===== config.mk =====
export PLATFORM = sky130hd
export DESIGN_NAME = reg_file_pw_flat
export DESIGN_NICKNAME = d
export VERILOG_FILES = /design/src/rtl/reg_file_pw_if.sv /design/src/rtl/reg_file_pw.sv /design/src/flat_wrapper.sv
export SDC_FILE = /design/constraint.sdc
export NUM_CORES = 1
export LEC_CHECK = 0
export BUFFER_PORTS_ARGS = -buffer_cell sky130_fd_sc_hd__clkbuf_2
export CAP_MARGIN = 20
export CORE_MARGIN = 2
export CORE_UTILIZATION = 63
export DETAILED_ROUTE_END_ITERATION = 12
export GPL_TIMING_DRIVEN = 0
export PLACE_DENSITY = 0.89
export SETUP_SLACK_MARGIN = 0.15
export SYNTH_ARGS = -nofsm -noshare
export SYNTH_HDL_FRONTEND = slang
export SYNTH_SLANG_ARGS = --single-unit

===== constraint.sdc =====
create_clock -name clk -period 3.5 [get_ports clk]
set_clock_uncertainty 0.05 [all_clocks]
set_input_delay 0.35 -clock clk [delete_from_list [all_inputs] [get_ports clk]]
set_output_delay 0.35 -clock clk [all_outputs]
set_load 0.1 [all_outputs]

===== src/rtl/reg_file_pw_if.sv =====
// Register file bus: write port, two read ports, clear request, ready.
// Master drives the request side; slave is the register file.
interface reg_file_pw_if #(
    parameter int DW = 8,
    parameter int PW = 3
);
    logic          clr;
    logic          wr_en;
    logic [PW-1:0] wr_addr;
    logic [DW-1:0] dat_in;
    logic [PW-1:0] rd_addrA;
    logic [PW-1:0] rd_addrB;
    logic [DW-1:0] datA_out;
    logic [DW-1:0] datB_out;
    logic          ready;

    modport master (
        output clr, wr_en, wr_addr, dat_in, rd_addrA, rd_addrB,
        input  datA_out, datB_out, ready
    );

    modport slave (
        input  clr, wr_en, wr_addr, dat_in, rd_addrA, rd_addrB,
        output datA_out, datB_out, ready
    );
endinterface


===== src/rtl/reg_file_pw.sv =====
// Parametrised 2R/1W register file with a one-entry-per-cycle clear
// sweep after reset or clear request, optional bypass and zero register.
module reg_file_pw #(
    parameter int DW      = 8,
    parameter int PW      = 3,
    parameter int BYPASS  = 1,
    parameter int ZERO_R0 = 0
) (
    input  logic            clk,
    input  logic            rst_n,
    reg_file_pw_if.slave    bus
);
    localparam int DEPTH = 2 ** PW;

    typedef enum logic {
        SWEEP,
        READY
    } state_t;

    state_t          r_state;
    state_t          w_state_nxt;
    logic [PW-1:0]   r_idx;
    logic [PW-1:0]   w_idx_nxt;
    logic [DW-1:0]   r_core [DEPTH];
    logic            w_sweep_wr;
    logic            w_wr;
    logic            w_byp_ok;
    logic [DW-1:0]   w_datA;
    logic [DW-1:0]   w_datB;

    // State and sweep index register; reset restarts the sweep at entry 0
    always_ff @(posedge clk) begin
        if (!rst_n) begin
            r_state <= SWEEP;
            r_idx   <= '0;
        end else begin
            r_state <= w_state_nxt;
            r_idx   <= w_idx_nxt;
        end
    end

    // Next-state logic: sweep clears one entry per edge, clear beats write
    always_comb begin
        w_state_nxt = r_state;
        w_idx_nxt   = r_idx;
        w_sweep_wr  = 1'b0;
        w_wr        = 1'b0;
        unique case (r_state)
            SWEEP: begin
                w_sweep_wr = 1'b1;
                w_idx_nxt  = r_idx + 1'b1;
                if (r_idx == PW'(DEPTH - 1))
                    w_state_nxt = READY;
            end
            READY: begin
                if (bus.clr) begin
                    w_state_nxt = SWEEP;
                    w_idx_nxt   = '0;
                end else if (bus.wr_en) begin
                    w_wr = !((ZERO_R0 != 0) && (bus.wr_addr == '0));
                end
            end
        endcase
    end

    // Storage update; contents are left alone on the reset edge itself
    always_ff @(posedge clk) begin
        if (rst_n) begin
            if (w_sweep_wr)
                r_core[r_idx] <= '0;
            else if (w_wr)
                r_core[bus.wr_addr] <= bus.dat_in;
        end
    end

    assign w_byp_ok = (BYPASS != 0) && (r_state == READY)
                      && bus.wr_en && !bus.clr;

    // Read port A: zero during sweep, zero register first, then bypass
    always_comb begin
        w_datA = r_core[bus.rd_addrA];
        if (r_state != READY)
            w_datA = '0;
        else if ((ZERO_R0 != 0) && (bus.rd_addrA == '0))
            w_datA = '0;
        else if (w_byp_ok && (bus.rd_addrA == bus.wr_addr))
            w_datA = bus.dat_in;
    end

    // Read port B: same priority as port A
    always_comb begin
        w_datB = r_core[bus.rd_addrB];
        if (r_state != READY)
            w_datB = '0;
        else if ((ZERO_R0 != 0) && (bus.rd_addrB == '0))
            w_datB = '0;
        else if (w_byp_ok && (bus.rd_addrB == bus.wr_addr))
            w_datB = bus.dat_in;
    end

    assign bus.datA_out = w_datA;
    assign bus.datB_out = w_datB;
    assign bus.ready    = (r_state == READY);
endmodule


===== src/flat_wrapper.sv =====
// flat-port wrapper written by rule: the top's interface ports become plain ports
module reg_file_pw_flat 
#(
    parameter int DW      = 8,
    parameter int PW      = 3,
    parameter int BYPASS  = 1,
    parameter int ZERO_R0 = 0
)
  (clk, rst_n, bus_clr, bus_wr_en, bus_wr_addr, bus_dat_in, bus_rd_addrA, bus_rd_addrB, bus_datA_out, bus_datB_out, bus_ready);
  reg_file_pw_if #(.DW(DW), .PW(PW)) bus_i ();
  input  logic clk;
  input  logic rst_n;
  input wire logic [$bits(bus_i.clr)-1:0] bus_clr;
  input wire logic [$bits(bus_i.wr_en)-1:0] bus_wr_en;
  input wire logic [$bits(bus_i.wr_addr)-1:0] bus_wr_addr;
  input wire logic [$bits(bus_i.dat_in)-1:0] bus_dat_in;
  input wire logic [$bits(bus_i.rd_addrA)-1:0] bus_rd_addrA;
  input wire logic [$bits(bus_i.rd_addrB)-1:0] bus_rd_addrB;
  output wire logic [$bits(bus_i.datA_out)-1:0] bus_datA_out;
  output wire logic [$bits(bus_i.datB_out)-1:0] bus_datB_out;
  output wire logic [$bits(bus_i.ready)-1:0] bus_ready;
  assign bus_i.clr = bus_clr;
  assign bus_i.wr_en = bus_wr_en;
  assign bus_i.wr_addr = bus_wr_addr;
  assign bus_i.dat_in = bus_dat_in;
  assign bus_i.rd_addrA = bus_rd_addrA;
  assign bus_i.rd_addrB = bus_rd_addrB;
  assign bus_datA_out = bus_i.datA_out;
  assign bus_datB_out = bus_i.datB_out;
  assign bus_ready = bus_i.ready;
  reg_file_pw #(.DW(DW), .PW(PW), .BYPASS(BYPASS), .ZERO_R0(ZERO_R0)) u_core (.clk(clk), .rst_n(rst_n), .bus(bus_i));
endmodule

==> results_tabular.tex, run 1 <==
\begin{tabular}{lr}
\hline
Metric & Value \\
\hline
\multicolumn{2}{l}{\textbf{Timing}} \\
\quad Final count of pins violating max slew & 0 \\
\quad Worst slew margin & 29.9\% \\
\quad Highest attainable clock frequency & roughly 0.38 GHz \\
\quad Final Hold Fails & 0 \\
\quad Unrepaired setup endpoints after global routing & false \\
\quad Final setup violation count & 0 \\
\quad Slew @ Worst Pin & 1050 ps \\
\quad Shortest clock period the worst path allows after layout & 2650 ps \\
\quad Post-route clock period utilization & 75.7\% \\
\quad Final sum of negative setup slack & 0 ps \\
\multicolumn{2}{l}{\textbf{Route}} \\
\quad Count of antenna-violating nets left after detailed routing & 0 \\
\quad Drt total wl & between 8 and 9 mm \\
\quad Count of unresolved DRC violations after routing & 0 \\
\quad Drt wl/cell & 22.8 microns \\
\quad Per-cell via count in the routed design & around 6.7 \\
\quad Number of vias after detailed routing & 2,540 \\
\quad Router iterations before antenna repair & 4 \\
\quad First-iteration detailed-routing DRC count & 442 \\
\multicolumn{2}{l}{\textbf{Synth}} \\
\quad Proportion of register bits with asynchronous set or reset after synthesis & 0\% \\
\quad Number of warnings issued by yosys & 0 \\
\quad Post-synth top flop & sky130\_fd\_sc\_hd\_\_edfxtp\_1 \\
\quad Xor and xnor area share after synthesis & 1.47\% \\
\quad Seq/Total Area, Yosys & roughly 56\% \\
\quad Adder-Cell Fraction of Synth Area & 0.702\% \\
\quad Post-Syn Instances & 256 \\
\quad Mux cell area share after synthesis & 20.3\% \\
\quad Post-Syn Area per Cell & between 10 and 15 sq um \\
\quad Area fraction of the dominant cell type after synthesis & 53.9\% \\
\quad Most instantiated cells after synthesis & sky130\_fd\_sc\_hd\_\_edfxtp\_1, sky130\_fd\_sc\_hd\_\_mux2i\_1, sky130\_fd\_sc\_hd\_\_a21oi\_1 \\
\quad Syn nets & 279 \\
\quad Cell Area, Synth & 3560 sq um \\
\quad Complex-gate fraction of the synthesized area & between 10\% and 20\% \\
\quad Post-synth EDFFs & 64 \\
\quad Flip-flop and latch count after synthesis & 68 \\
\quad Library cell occupying the most area in the post-synthesis netlist & sky130\_fd\_sc\_hd\_\_edfxtp\_1 \\
\quad Main combinational cell family by area after synthesis & multiplexers \\
\quad Biggest area contributors in the synthesized netlist & sky130\_fd\_sc\_hd\_\_edfxtp\_1, sky130\_fd\_sc\_hd\_\_mux4\_2, sky130\_fd\_sc\_hd\_\_mux2i\_1 \\
\quad Count of cell types in the netlist & 33 \\
\quad Library cell with the highest instance count after synthesis & sky130\_fd\_sc\_hd\_\_edfxtp\_1 \\
\quad Simple-Gate Fraction of Synth Area & 6.74\% \\
\multicolumn{2}{l}{\textbf{Global routing}} \\
\quad First-pass GRT wire length & 13.2 mm \\
\quad Overall global routing resource usage & 29.7\% \\
\quad Overflow after GRT & 0 \\
\quad Antenna violations before repair & 0 \\
\quad Vias in the first global route & between 2,000 and 3,000 \\
\quad Largest net degree at the start of global routing & 11 \\
\multicolumn{2}{l}{\textbf{Setup path}} \\
\quad Type of element launching the critical path & flop \\
\quad Number of buffers and inverters on the critical path & 3 \\
\quad Worst EP arrival & 2250 ps \\
\quad Cell repeated most along the worst path & sky130\_fd\_sc\_hd\_\_buf\_4 \\
\quad Kind of capture point of the worst setup path & output port \\
\quad Standard cell with the maximum stage delay on the critical path & sky130\_fd\_sc\_hd\_\_clkbuf\_2 \\
\quad Maximum net fanout on the critical path & 10 \\
\quad Critical path required time & 3100 ps \\
\quad Startpoint of the lowest-slack register-to-register path & u\_core.bus.ready \\
\quad R2R setup slack & 990 ps \\
\quad Setup CP Type & flop to output port \\
\quad Crit path cell chain & buf\_4 -> and3b\_2 -> nand4\_2 -> buf\_4 -> a21oi\_1 -> clkbuf\_2 \\
\quad Crit-path max cell delay & between 400 and 500 ps \\
\quad Launch point of the critical path & u\_core.bus.ready \\
\quad Cell family with most CP delay & buffers and inverters \\
\multicolumn{2}{l}{\textbf{Layout}} \\
\quad Final net count & roughly 330 \\
\quad Count of inserted antenna diode cells & 0 \\
\quad Post-synthesis to final-layout area growth & 13.2\% \\
\quad Fraction of final layout cells sized beyond drive strength 1 & 29.4\% \\
\multicolumn{2}{l}{\textbf{Floorplan}} \\
\quad Number of top-level pins & 38 \\
\quad Number of standard-cell rows in the floorplan & 27 \\
\quad Starting density of the core & between 60 and 70\% \\
\quad CORE AREA & 5470 sq um \\
\quad Die Span X & 79.2 microns \\
\quad Chip Height & 79.2 microns \\
\quad Area of the die & 6280 sq um \\
\multicolumn{2}{l}{\textbf{Clock network}} \\
\quad CTS buffer count & 9 \\
\quad Clock transition at the register clock pins on the worst setup and hold paths after CTS & 60 ps \\
\quad Clock root cell & sky130\_fd\_sc\_hd\_\_clkbuf\_8 \\
\quad Later-pin clock latency in the skew report & 330 ps \\
\quad Hold buffer count at cts & 0 \\
\quad Maximum clock insertion buffer count & 2 \\
\quad TritonCTS clock tree & done \\
\quad Clk sink count & 68 \\
\quad Buffer count from post-CTS setup fixing & 0 \\
\quad Maximum level of the CTS H-tree & 3 \\
\quad \# resized after CTS & 0 \\
\multicolumn{2}{l}{\textbf{Placement}} \\
\quad Port buffer count & 35 \\
\quad Gp weighted congestion & 0.864 \\
\quad Detailed placement HPWL & approximately 5.6 mm \\
\multicolumn{2}{l}{\textbf{Power}} \\
\quad Static leakage & about 1.4 nW \\
\quad Post-layout power & 1.69 mW \\
\quad VDD IR-drop max & between 0.0003 and 0.0004 V \\
\quad Power density over the cells & 419 nW/um\^{}2 \\
\multicolumn{2}{l}{\textbf{Hold path}} \\
\quad HP Start & rst\_n \\
\quad Classification of the worst-slack hold path & input pin to flop \\
\multicolumn{2}{l}{\textbf{Run status}} \\
\quad Result of the run & finished clean \\
\multicolumn{2}{l}{\textbf{Job}} \\
\quad Max-cap viol count & 0 \\
\hline
\end{tabular}
-- logic make-up (layout without fill, tap and decap cells) --
| kind of cell | after synthesis | after routing |
|---|---|---|
| flops | 68 | 68 |
| compound gates | 69 | 69 |
| mux | 49 | 49 |
| fa+ha+maj | 2 | 2 |
| buf+inv | 23 | 73 |
| simple gates | 39 | 39 |
| xor+xnor | 6 | 6 |
-- routing by layer --
layer / up-vias / track usage [%] / share of wire [%]
li1: 1112 / - / -
met1: 1226 / 38.2 / 39
met2: 178 / 48.0 / 49
met3: 24 / 8.18 / 9.1
met4: 0 / 12.4 / 2.3
met5: - / 0 / 0
-- cell usage in the layout (no fill, tap or decap), types with 2 or more instances in the layout --
cell,count
sky130_fd_sc_hd__mux4_1,2
sky130_fd_sc_hd__a21oi_1,21
sky130_fd_sc_hd__clkinv_1,3
sky130_fd_sc_hd__clkbuf_1,4
sky130_fd_sc_hd__o21ai_0,17
sky130_fd_sc_hd__nor2_1,9
sky130_fd_sc_hd__mux4_2,16
sky130_fd_sc_hd__ha_1,2
sky130_fd_sc_hd__o22ai_1,14
sky130_fd_sc_hd__a31oi_1,4
sky130_fd_sc_hd__clkbuf_2,36
sky130_fd_sc_hd__a21oi_2,9
sky130_fd_sc_hd__or2_1,2
sky130_fd_sc_hd__a21boi_1,2
sky130_fd_sc_hd__buf_2,5
sky130_fd_sc_hd__and2_1,9
sky130_fd_sc_hd__nand3b_1,2
sky130_fd_sc_hd__clkbuf_4,3
sky130_fd_sc_hd__buf_6,2
sky130_fd_sc_hd__nand4_2,2
sky130_fd_sc_hd__xnor2_1,6
sky130_fd_sc_hd__dfxtp_1,4
sky130_fd_sc_hd__nor3b_1,2
sky130_fd_sc_hd__nand2b_1,6
sky130_fd_sc_hd__nand2_1,3
sky130_fd_sc_hd__inv_1,4
sky130_fd_sc_hd__edfxtp_1,64
sky130_fd_sc_hd__clkbuf_8,9
sky130_fd_sc_hd__mux2i_1,31
sky130_fd_sc_hd__buf_4,6
-- state kept, by name (all words and copies together) (netlist names) --
name and flops:
u_core.bus.ready 1, u_core.r_core 64, u_core.r_idx 3
-- through the flow --
stage | util (%) | hold slack (ps) | std cells | instance area (sq um) | setup slack (ps)
4_1_cts | 73.8 | 264 | 378 | 4040 | 862
5_1_grt | 73.8 | 294 | 378 | 4040 | 748
3_3_place_gp | 70.6 | 479 | 363 | 3860 | 983
2_1_floorplan | - | 422 | 256 | 3600 | -130
6_report | 73.8 | 276 | 378 | 4040 | 851
3_5_place_dp | 70.6 | 501 | 363 | 3860 | 973
-- power by group --
part	switching, mW	internal, mW	leakage [nW]
Clock	0.270	0.319	0.0859
Combinational	0.103	0.0803	0.765
Sequential	0.0148	0.907	0.578
Total	0.387	1.31	1.43
-- layout make-up --
type                    count  area [sq um]
inverters                   4          15.0
multi-input cells         165          1450
fillers                   354          1440
clock inverters             4          41.3
well taps                  72          90.1
plain buffers              19           128
flip-flops and latches     68          2000
clock buffers              11           131
repair buffers             35           175
-- final timing paths --
kind | endpoint | depth (start not counted)
max | bus_datB_out[7] | 6
min | u_core.bus.ready | 2
max reg2reg | u_core.r_core[1][1] | 6
min reg2reg | u_core.r_idx[1] | 2
Power figures use the tool's default switching activity.
==> inputs of run 2 (changes only) <==
--- a/config.mk
+++ b/config.mk
@@ -8,10 +8,10 @@
 export BUFFER_PORTS_ARGS = -buffer_cell sky130_fd_sc_hd__clkbuf_2
 export CAP_MARGIN = 20
 export CORE_MARGIN = 2
-export CORE_UTILIZATION = 63
+export CORE_UTILIZATION = 59
 export DETAILED_ROUTE_END_ITERATION = 12
 export GPL_TIMING_DRIVEN = 0
-export PLACE_DENSITY = 0.89
+export PLACE_DENSITY = 0.84
 export SETUP_SLACK_MARGIN = 0.15
 export SYNTH_ARGS = -nofsm -noshare
 export SYNTH_HDL_FRONTEND = slang
==> constraint.sdc (replaced) <==
create_clock -name clk -period 2.5 [get_ports clk]
set_clock_uncertainty 0.05 [all_clocks]
set_input_delay 0.25 -clock clk [delete_from_list [all_inputs] [get_ports clk]]
set_output_delay 0.25 -clock clk [all_outputs]
set_load 0.1 [all_outputs]
==> run 2 against run 1 <==
Sequential power grew 40%; non-clock buffer count grew 3; clock power grew 64%; first-iteration DRC count shrank 14%; critical path depth grew 1; setup slack lost 690 ps; die area grew 6.4%; design area grew 8.9%; worst hold slack lost 110 ps; sequential share of layout area shrank 4.0 points; critical path type unchanged.
==> results_tabular.tex, run 2 (synthesis results as in run 1) <==
\begin{tabular}{lr}
\hline
Metric & Value \\
\hline
\multicolumn{2}{l}{\textbf{Run status}} \\
\quad Result of the run & finished clean \\
\multicolumn{2}{l}{\textbf{Hold path}} \\
\quad HP Start & rst\_n \\
\quad Classification of the worst-slack hold path & input pin to flop \\
\quad Worst min-delay path endpoint & u\_core.r\_idx[1] \\
\quad Hold Path Cell Cnt & 2 \\
\multicolumn{2}{l}{\textbf{Layout}} \\
\quad Fraction of final layout cells sized beyond drive strength 1 & 36.9\% \\
\quad Highest-count cells in the layout ignoring fill and taps & sky130\_fd\_sc\_hd\_\_edfxtp\_1, sky130\_fd\_sc\_hd\_\_mux2i\_1, sky130\_fd\_sc\_hd\_\_clkbuf\_2 \\
\quad Largest reg by FF count & u\_core.r\_core \\
\quad Most common library cell in the layout ignoring fill and taps & sky130\_fd\_sc\_hd\_\_edfxtp\_1 \\
\quad Count of non-filler cells in the finished layout & 384 \\
\quad Post-synthesis to final-layout area growth & 23.3\% \\
\quad Storage element area & 2000 sq um \\
\quad Post-route design area & 4400 sq um \\
\quad Filler cell count & 381 \\
\quad Final net count & 328 \\
\quad Count of inserted antenna diode cells & 0 \\
\quad Multi-input gate area & 1640 sq um \\
\quad Largest register FFs & 64 \\
\multicolumn{2}{l}{\textbf{Setup path}} \\
\quad R2R depth & 6 \\
\quad Standard cell with the maximum stage delay on the critical path & sky130\_fd\_sc\_hd\_\_dfxtp\_2 \\
\quad Number of buffers and inverters on the critical path & 3 \\
\quad Crit-path max cell delay & 330 ps \\
\quad Maximum net fanout on the critical path & 10 \\
\quad Worst EP arrival & 2040 ps \\
\quad Cell family with most CP delay & buffers and inverters \\
\quad Kind of capture point of the worst setup path & output port \\
\quad Critical path required time & between 2000 and 2500 ps \\
\quad Crit path cell chain & buf\_4 -> and3b\_2 -> nand4\_4 -> buf\_12 -> o21ai\_2 -> a21oi\_4 -> clkbuf\_4 \\
\quad Critical register-to-register path endpoint & u\_core.r\_core[2][1] \\
\quad R2R setup slack & 210 ps \\
\quad Type of element launching the critical path & flop \\
\quad Startpoint of the lowest-slack register-to-register path & u\_core.bus.ready \\
\quad Setup CP Type & flop to output port \\
\quad Launch point of the critical path & u\_core.bus.ready \\
\multicolumn{2}{l}{\textbf{Power}} \\
\quad Net switching power & 0.601 mW \\
\quad VDD IR-drop max & 0.000529 V \\
\quad Clock power share & between 30\% and 40\% \\
\quad Logic gate share of total power & 11.1\% \\
\quad Power density over the cells & about 580 nW/um\^{}2 \\
\quad Sequential fraction of design power & 50.8\% \\
\quad Static leakage & 1.52 nW \\
\quad Sw Share & 23.7\% \\
\quad Power Internal & between 1.5 and 2 mW \\
\multicolumn{2}{l}{\textbf{Placement}} \\
\quad Gp weighted congestion & 0.851 \\
\quad Placed cell count & 366 \\
\quad Detailed placement HPWL & $\sim$5.9 mm \\
\quad Post-Place Cell Area & roughly 4000 sq um \\
\quad Port buffer count & 35 \\
\multicolumn{2}{l}{\textbf{Floorplan}} \\
\quad Die Span X & roughly 80 microns \\
\quad Chip Height & 81.7 microns \\
\quad Number of standard-cell rows in the floorplan & 28 \\
\quad Number of top-level pins & 38 \\
\quad Starting density of the core & between 60\% and 70\% \\
\quad CORE AREA & between 5000 and 6000 sq um \\
\quad Area of the die & 6680 sq um \\
\multicolumn{2}{l}{\textbf{Job}} \\
\quad Max-cap viol count & 0 \\
\multicolumn{2}{l}{\textbf{Global routing}} \\
\quad Overall global routing resource usage & 29.8\% \\
\quad Largest net degree at the start of global routing & 12 \\
\quad Vias in the first global route & 2,519 \\
\quad Overflow after GRT & 0 \\
\quad First-pass GRT wire length & 13.6 mm \\
\quad Antenna violations before repair & 0 \\
\multicolumn{2}{l}{\textbf{Route}} \\
\quad Count of antenna-violating nets left after detailed routing & 0 \\
\quad Router iterations before antenna repair & 5 \\
\quad Drt total wl & 9.41 mm \\
\quad Number of vias after detailed routing & 2,581 \\
\quad Drt wl/cell & 24.5 microns \\
\quad Per-cell via count in the routed design & 6.72 \\
\quad Count of unresolved DRC violations after routing & 0 \\
\quad First-iteration detailed-routing DRC count & 380 \\
\multicolumn{2}{l}{\textbf{Timing}} \\
\quad Worst slew margin & 34.7\% \\
\quad Hold\_ws & 166 ps \\
\quad Unrepaired setup endpoints after global routing & true \\
\quad Shortest clock period the worst path allows after layout & 2340 ps \\
\quad Final sum of negative setup slack & 0 ps \\
\quad Slew @ Worst Pin & between 900 and 1000 ps \\
\quad Final count of pins violating max slew & 0 \\
\quad Final setup violation count & 0 \\
\quad Highest attainable clock frequency & 0.428 GHz \\
\quad Final Hold Fails & 0 \\
\quad Post-route clock period utilization & 93.4\% \\
\multicolumn{2}{l}{\textbf{Clock network}} \\
\quad Maximum level of the CTS H-tree & 3 \\
\quad CTS buffer count & 9 \\
\quad Later-pin clock latency in the skew report & 340 ps \\
\quad Clk sink count & between 60 and 70 \\
\quad Hold buffer count at cts & 0 \\
\quad TritonCTS clock tree & done \\
\quad Clock root cell & sky130\_fd\_sc\_hd\_\_clkbuf\_8 \\
\quad Maximum clock insertion buffer count & 2 \\
\quad Clock transition at the register clock pins on the worst setup and hold paths after CTS & about 70 ps \\
\hline
\end{tabular}
==> run 2: changes by cell type in the layout (fill, tap and decap cells not counted), moves of 3 or more <==
cell and change:
sky130_fd_sc_hd__nor2_1 -5, sky130_fd_sc_hd__clkbuf_1 -3, sky130_fd_sc_hd__a21oi_2 -9, sky130_fd_sc_hd__nor2_2 +5
sky130_fd_sc_hd__a21oi_4 +16, sky130_fd_sc_hd__a21oi_1 -7, sky130_fd_sc_hd__clkbuf_4 +7, sky130_fd_sc_hd__o21ai_2 +3
sky130_fd_sc_hd__clkbuf_2 -14, sky130_fd_sc_hd__o21ai_1 +4, sky130_fd_sc_hd__buf_4 +4, sky130_fd_sc_hd__o21ai_0 -7
==> run 2: repair_timing <==
action / 4_1_cts / 5_1_grt
endpoints found under the hold margin: 0 / 0
gates cloned: 0 / 1
endpoints found under the setup margin: 32 / 40
resized for setup: 32 / 21
buffers inserted: 0 / 2
==> run 2: power groups by stage <==
| stage | registers (mW) | logic [mW] | clock network, mW |
|---|---|---|---|
| 3_3_place_gp | 1.31 | 0.263 | 0 |
| 4_1_cts | 1.29 | 0.275 | 0.959 |
| 2_1_floorplan | 1.31 | 0.196 | 0 |
| 5_1_grt | 1.29 | 0.298 | 1.00 |
| 3_5_place_dp | 1.31 | 0.268 | 0 |
| 6_report | 1.29 | 0.282 | 0.966 |
==> run 2: metal layers <==
metal  part of all wire (%)  up-vias  global-route usage, %
met2                     50      156                   48.0
met1                     38     1292                   38.1
met4                    2.5        0                   14.0
met3                    8.8       23                   7.47
li1                       -     1110                      -
met5                      0        -                      0
==> run 2: worst max path at each step <==
stage | slack (ps) | to | cells after the start
3_3_place_gp | 40 | u_core.r_core[1][2] | 6
5_1_grt | 70 | bus_datB_out[1] | 6
4_1_cts | 80 | bus_datB_out[5] | 7
2_1_floorplan | 150 | bus_datB_out[0] | 5
6_report | 160 | bus_datB_out[5] | 7
3_5_place_dp | 3 | u_core.r_core[1][2] | 6
==> run 2: layout make-up <==
| class | instances | share of cell area (%) |
|---|---|---|
| sequential | 68 | 45.6 |
| clock inverter | 5 | 1.76 |
| inverter | 4 | 0.341 |
| tap | 75 | 2.13 |
| clock buffer | 10 | 2.90 |
| timing repair buffer | 38 | 6.43 |
| multi-input combinational | 165 | 37.3 |
| buffer | 19 | 3.53 |
==> run 2: per-stage QoR <==
step	utilization [%]	power [mW]	worst slack [ps]
floorplan	-	1.50	151
global placement	68.2	1.57	39.0
detailed placement	68.2	1.58	3.26
CTS	73.3	2.52	75.8
global route	74.7	2.59	70.3
finish	74.7	2.54	164
==> inputs of run 3 (changes only) <==
--- a/config.mk
+++ b/config.mk
@@ -7,6 +7,7 @@
 export LEC_CHECK = 0
 export BUFFER_PORTS_ARGS = -buffer_cell sky130_fd_sc_hd__clkbuf_2
 export CAP_MARGIN = 20
+export CORE_ASPECT_RATIO = 0.5
 export CORE_MARGIN = 2
 export CORE_UTILIZATION = 59
 export DETAILED_ROUTE_END_ITERATION = 12
==> run 3 against run 2 <==
Sequential power barely moved; sequential share of layout area fell by 0.84 points; register-to-register slack barely moved; final cell count fell by 1.0%; global-route usage rose by 2.8 points; total power rose by 21%; combinational power rose by 4%; count of clock-buffer cells in the layout did not move; largest power group is now clock; die area rose by 0.57%.
==> results_tabular.tex, run 3 (synthesis results as in run 1) <==
\begin{tabular}{lr}
\hline
Metric & Value \\
\hline
\multicolumn{2}{l}{\textbf{Setup path}} \\
\quad Critical path required time & 2200 ps \\
\quad Crit path cell chain & buf\_4 -> and3b\_2 -> nand4\_4 -> buf\_6 -> o21ai\_1 -> a21oi\_4 -> clkbuf\_8 \\
\quad Number of buffers and inverters on the critical path & 3 \\
\quad Cell family with most CP delay & buffers and inverters \\
\quad Crit-path max cell delay & approximately 320 ps \\
\quad Kind of capture point of the worst setup path & output port \\
\quad Standard cell with the maximum stage delay on the critical path & sky130\_fd\_sc\_hd\_\_dfxtp\_2 \\
\quad Type of element launching the critical path & flop \\
\quad Worst EP arrival & slightly above 2000 ps \\
\quad Setup CP Type & flop to output port \\
\quad Maximum net fanout on the critical path & 10 \\
\multicolumn{2}{l}{\textbf{Power}} \\
\quad VDD IR-drop max & approximately 0.00054 V \\
\quad Power density over the cells & 684 nW/um\^{}2 \\
\quad Static leakage & roughly 1.6 nW \\
\multicolumn{2}{l}{\textbf{Clock network}} \\
\quad Clock root cell & sky130\_fd\_sc\_hd\_\_clkbuf\_16 \\
\quad Clock transition at the register clock pins on the worst setup and hold paths after CTS & 50 ps \\
\quad CTS buffer count & 9 \\
\quad Maximum clock insertion buffer count & 2 \\
\quad Hold buffer count at cts & 0 \\
\quad Later-pin clock latency in the skew report & 340 ps \\
\quad TritonCTS clock tree & done \\
\quad Maximum level of the CTS H-tree & 3 \\
\quad Clk sink count & 68 \\
\multicolumn{2}{l}{\textbf{Floorplan}} \\
\quad Die Span X & 114 microns \\
\quad CORE AREA & 5660 sq um \\
\quad Chip Height & $\sim$60 microns \\
\quad Starting density of the core & a little over three fifths \\
\quad Number of top-level pins & 38 \\
\quad Area of the die & 6720 sq um \\
\quad Number of standard-cell rows in the floorplan & 19 \\
\multicolumn{2}{l}{\textbf{Layout}} \\
\quad Most common library cell in the layout ignoring fill and taps & sky130\_fd\_sc\_hd\_\_edfxtp\_1 \\
\quad Count of inserted antenna diode cells & 0 \\
\quad Filler cell count & 302 \\
\quad Post-synthesis to final-layout area growth & 25.7\% \\
\quad Highest-count cells in the layout ignoring fill and taps & sky130\_fd\_sc\_hd\_\_edfxtp\_1, sky130\_fd\_sc\_hd\_\_mux2i\_1, sky130\_fd\_sc\_hd\_\_clkbuf\_2 \\
\quad Post-route core utilization & 79.2\% \\
\quad Largest register FFs & 64 \\
\quad Fraction of final layout cells sized beyond drive strength 1 & 37.5\% \\
\quad Largest reg by FF count & u\_core.r\_core \\
\quad Final net count & 325 \\
\multicolumn{2}{l}{\textbf{Global routing}} \\
\quad Overall global routing resource usage & between 30\% and 40\% \\
\quad Vias in the first global route & 2,739 \\
\quad Largest net degree at the start of global routing & 13 \\
\quad Overflow after GRT & 0 \\
\quad First-pass GRT wire length & 15.1 mm \\
\quad Antenna violations before repair & 0 \\
\multicolumn{2}{l}{\textbf{Timing}} \\
\quad Final count of pins violating max slew & 0 \\
\quad Highest attainable clock frequency & 0.427 GHz \\
\quad Worst slew margin & 36.7\% \\
\quad Shortest clock period the worst path allows after layout & 2340 ps \\
\quad Final sum of negative setup slack & 0 ps \\
\quad Unrepaired setup endpoints after global routing & true \\
\quad Final setup violation count & 0 \\
\quad Post-route clock period utilization & a little over nine tenths \\
\quad Slew @ Worst Pin & 946 ps \\
\quad Final Hold Fails & 0 \\
\multicolumn{2}{l}{\textbf{Route}} \\
\quad Per-cell via count in the routed design & a little over 7 \\
\quad Drt wl/cell & between 20 and 30 microns \\
\quad First-iteration detailed-routing DRC count & 292 \\
\quad Router iterations before antenna repair & 5 \\
\quad Number of vias after detailed routing & between 2,000 and 3,000 \\
\quad Drt total wl & 9.97 mm \\
\quad Count of antenna-violating nets left after detailed routing & 0 \\
\quad Count of unresolved DRC violations after routing & 0 \\
\multicolumn{2}{l}{\textbf{Run status}} \\
\quad Result of the run & finished clean \\
\multicolumn{2}{l}{\textbf{Placement}} \\
\quad Detailed placement HPWL & 6.13 mm \\
\quad Gp weighted congestion & 0.803 \\
\quad Port buffer count & 35 \\
\multicolumn{2}{l}{\textbf{Job}} \\
\quad Max-cap viol count & 0 \\
\multicolumn{2}{l}{\textbf{Hold path}} \\
\quad Classification of the worst-slack hold path & input pin to flop \\
\hline
\end{tabular}
==> run 3: cell types whose count changed in the layout (fill, tap and decap cells not counted), moves of 2 or more <==
cell                        change
sky130_fd_sc_hd__clkbuf_4       -2
sky130_fd_sc_hd__buf_12         -2
sky130_fd_sc_hd__nor2_2         +2
sky130_fd_sc_hd__nor2_1         -2
sky130_fd_sc_hd__clkbuf_8       -8
sky130_fd_sc_hd__clkbuf_16      +8
==> run 3: through the flow <==
| stage | hold slack, ps | instance area [sq um] | power (mW) | worst slack, ps | cells |
|---|---|---|---|---|---|
| floorplan | 322 | 3750 | 1.50 | 151 | 256 |
| global placement | 480 | 4010 | 1.57 | 150 | 364 |
| detailed placement | 501 | 4010 | 1.58 | 116 | 364 |
| CTS | 164 | 4440 | 3.04 | 108 | 380 |
| global route | 192 | 4480 | 3.12 | 105 | 380 |
| finish | 162 | 4480 | 3.06 | 159 | 380 |
==> run 3: repair_timing <==
action / in CTS / in global routing
gates resized for setup: 28 / 24
setup buffers: 0 / 0
pin swaps: 0 / 0
setup endpoints to repair: 24 / 61
gates cloned: 0 / 0
hold endpoints to repair: 0 / 0
==> run 3: worst paths after layout <==
path                          from                  end  slack, ps  depth (start not counted)
setup / recovery  u_core.bus.ready      bus_datA_out[6]        160                          7
hold / removal               rst_n     u_core.bus.ready        160                          2
hold reg to reg    u_core.r_idx[1]      u_core.r_idx[1]        520                          2
setup reg to reg  u_core.bus.ready  u_core.r_core[4][6]        220                          6
==> run 3: routing by layer <==
layer / wire length (microns) / global-route usage [%] / vias up
met3: 1120 / 11.1 / 38
met5: 0 / 0 / -
met2: 4760 / 53.1 / 207
met1: 3790 / 40.8 / 1340
met4: 302 / 14.1 / 0
li1: - / - / 1109
==> run 3: cell type report <==
class                      count  area, sq um  share of cell area [%]
buffer                        19          141                    3.16
clock buffer                  10          239                    5.34
clock inverter                 6          111                    2.49
inverter                       4         15.0                   0.335
multi-input combinational    165         1640                    36.7
sequential                    68         2000                    44.7
tap                           73         91.3                    2.04
timing repair buffer          35          235                    5.25
==> run 3: where the power goes <==
group | switching [mW] | internal, mW | total (mW)
clock network | 0.478 | 1.00 | 1.48
registers | 0.0215 | 1.27 | 1.29
logic | 0.177 | 0.115 | 0.292
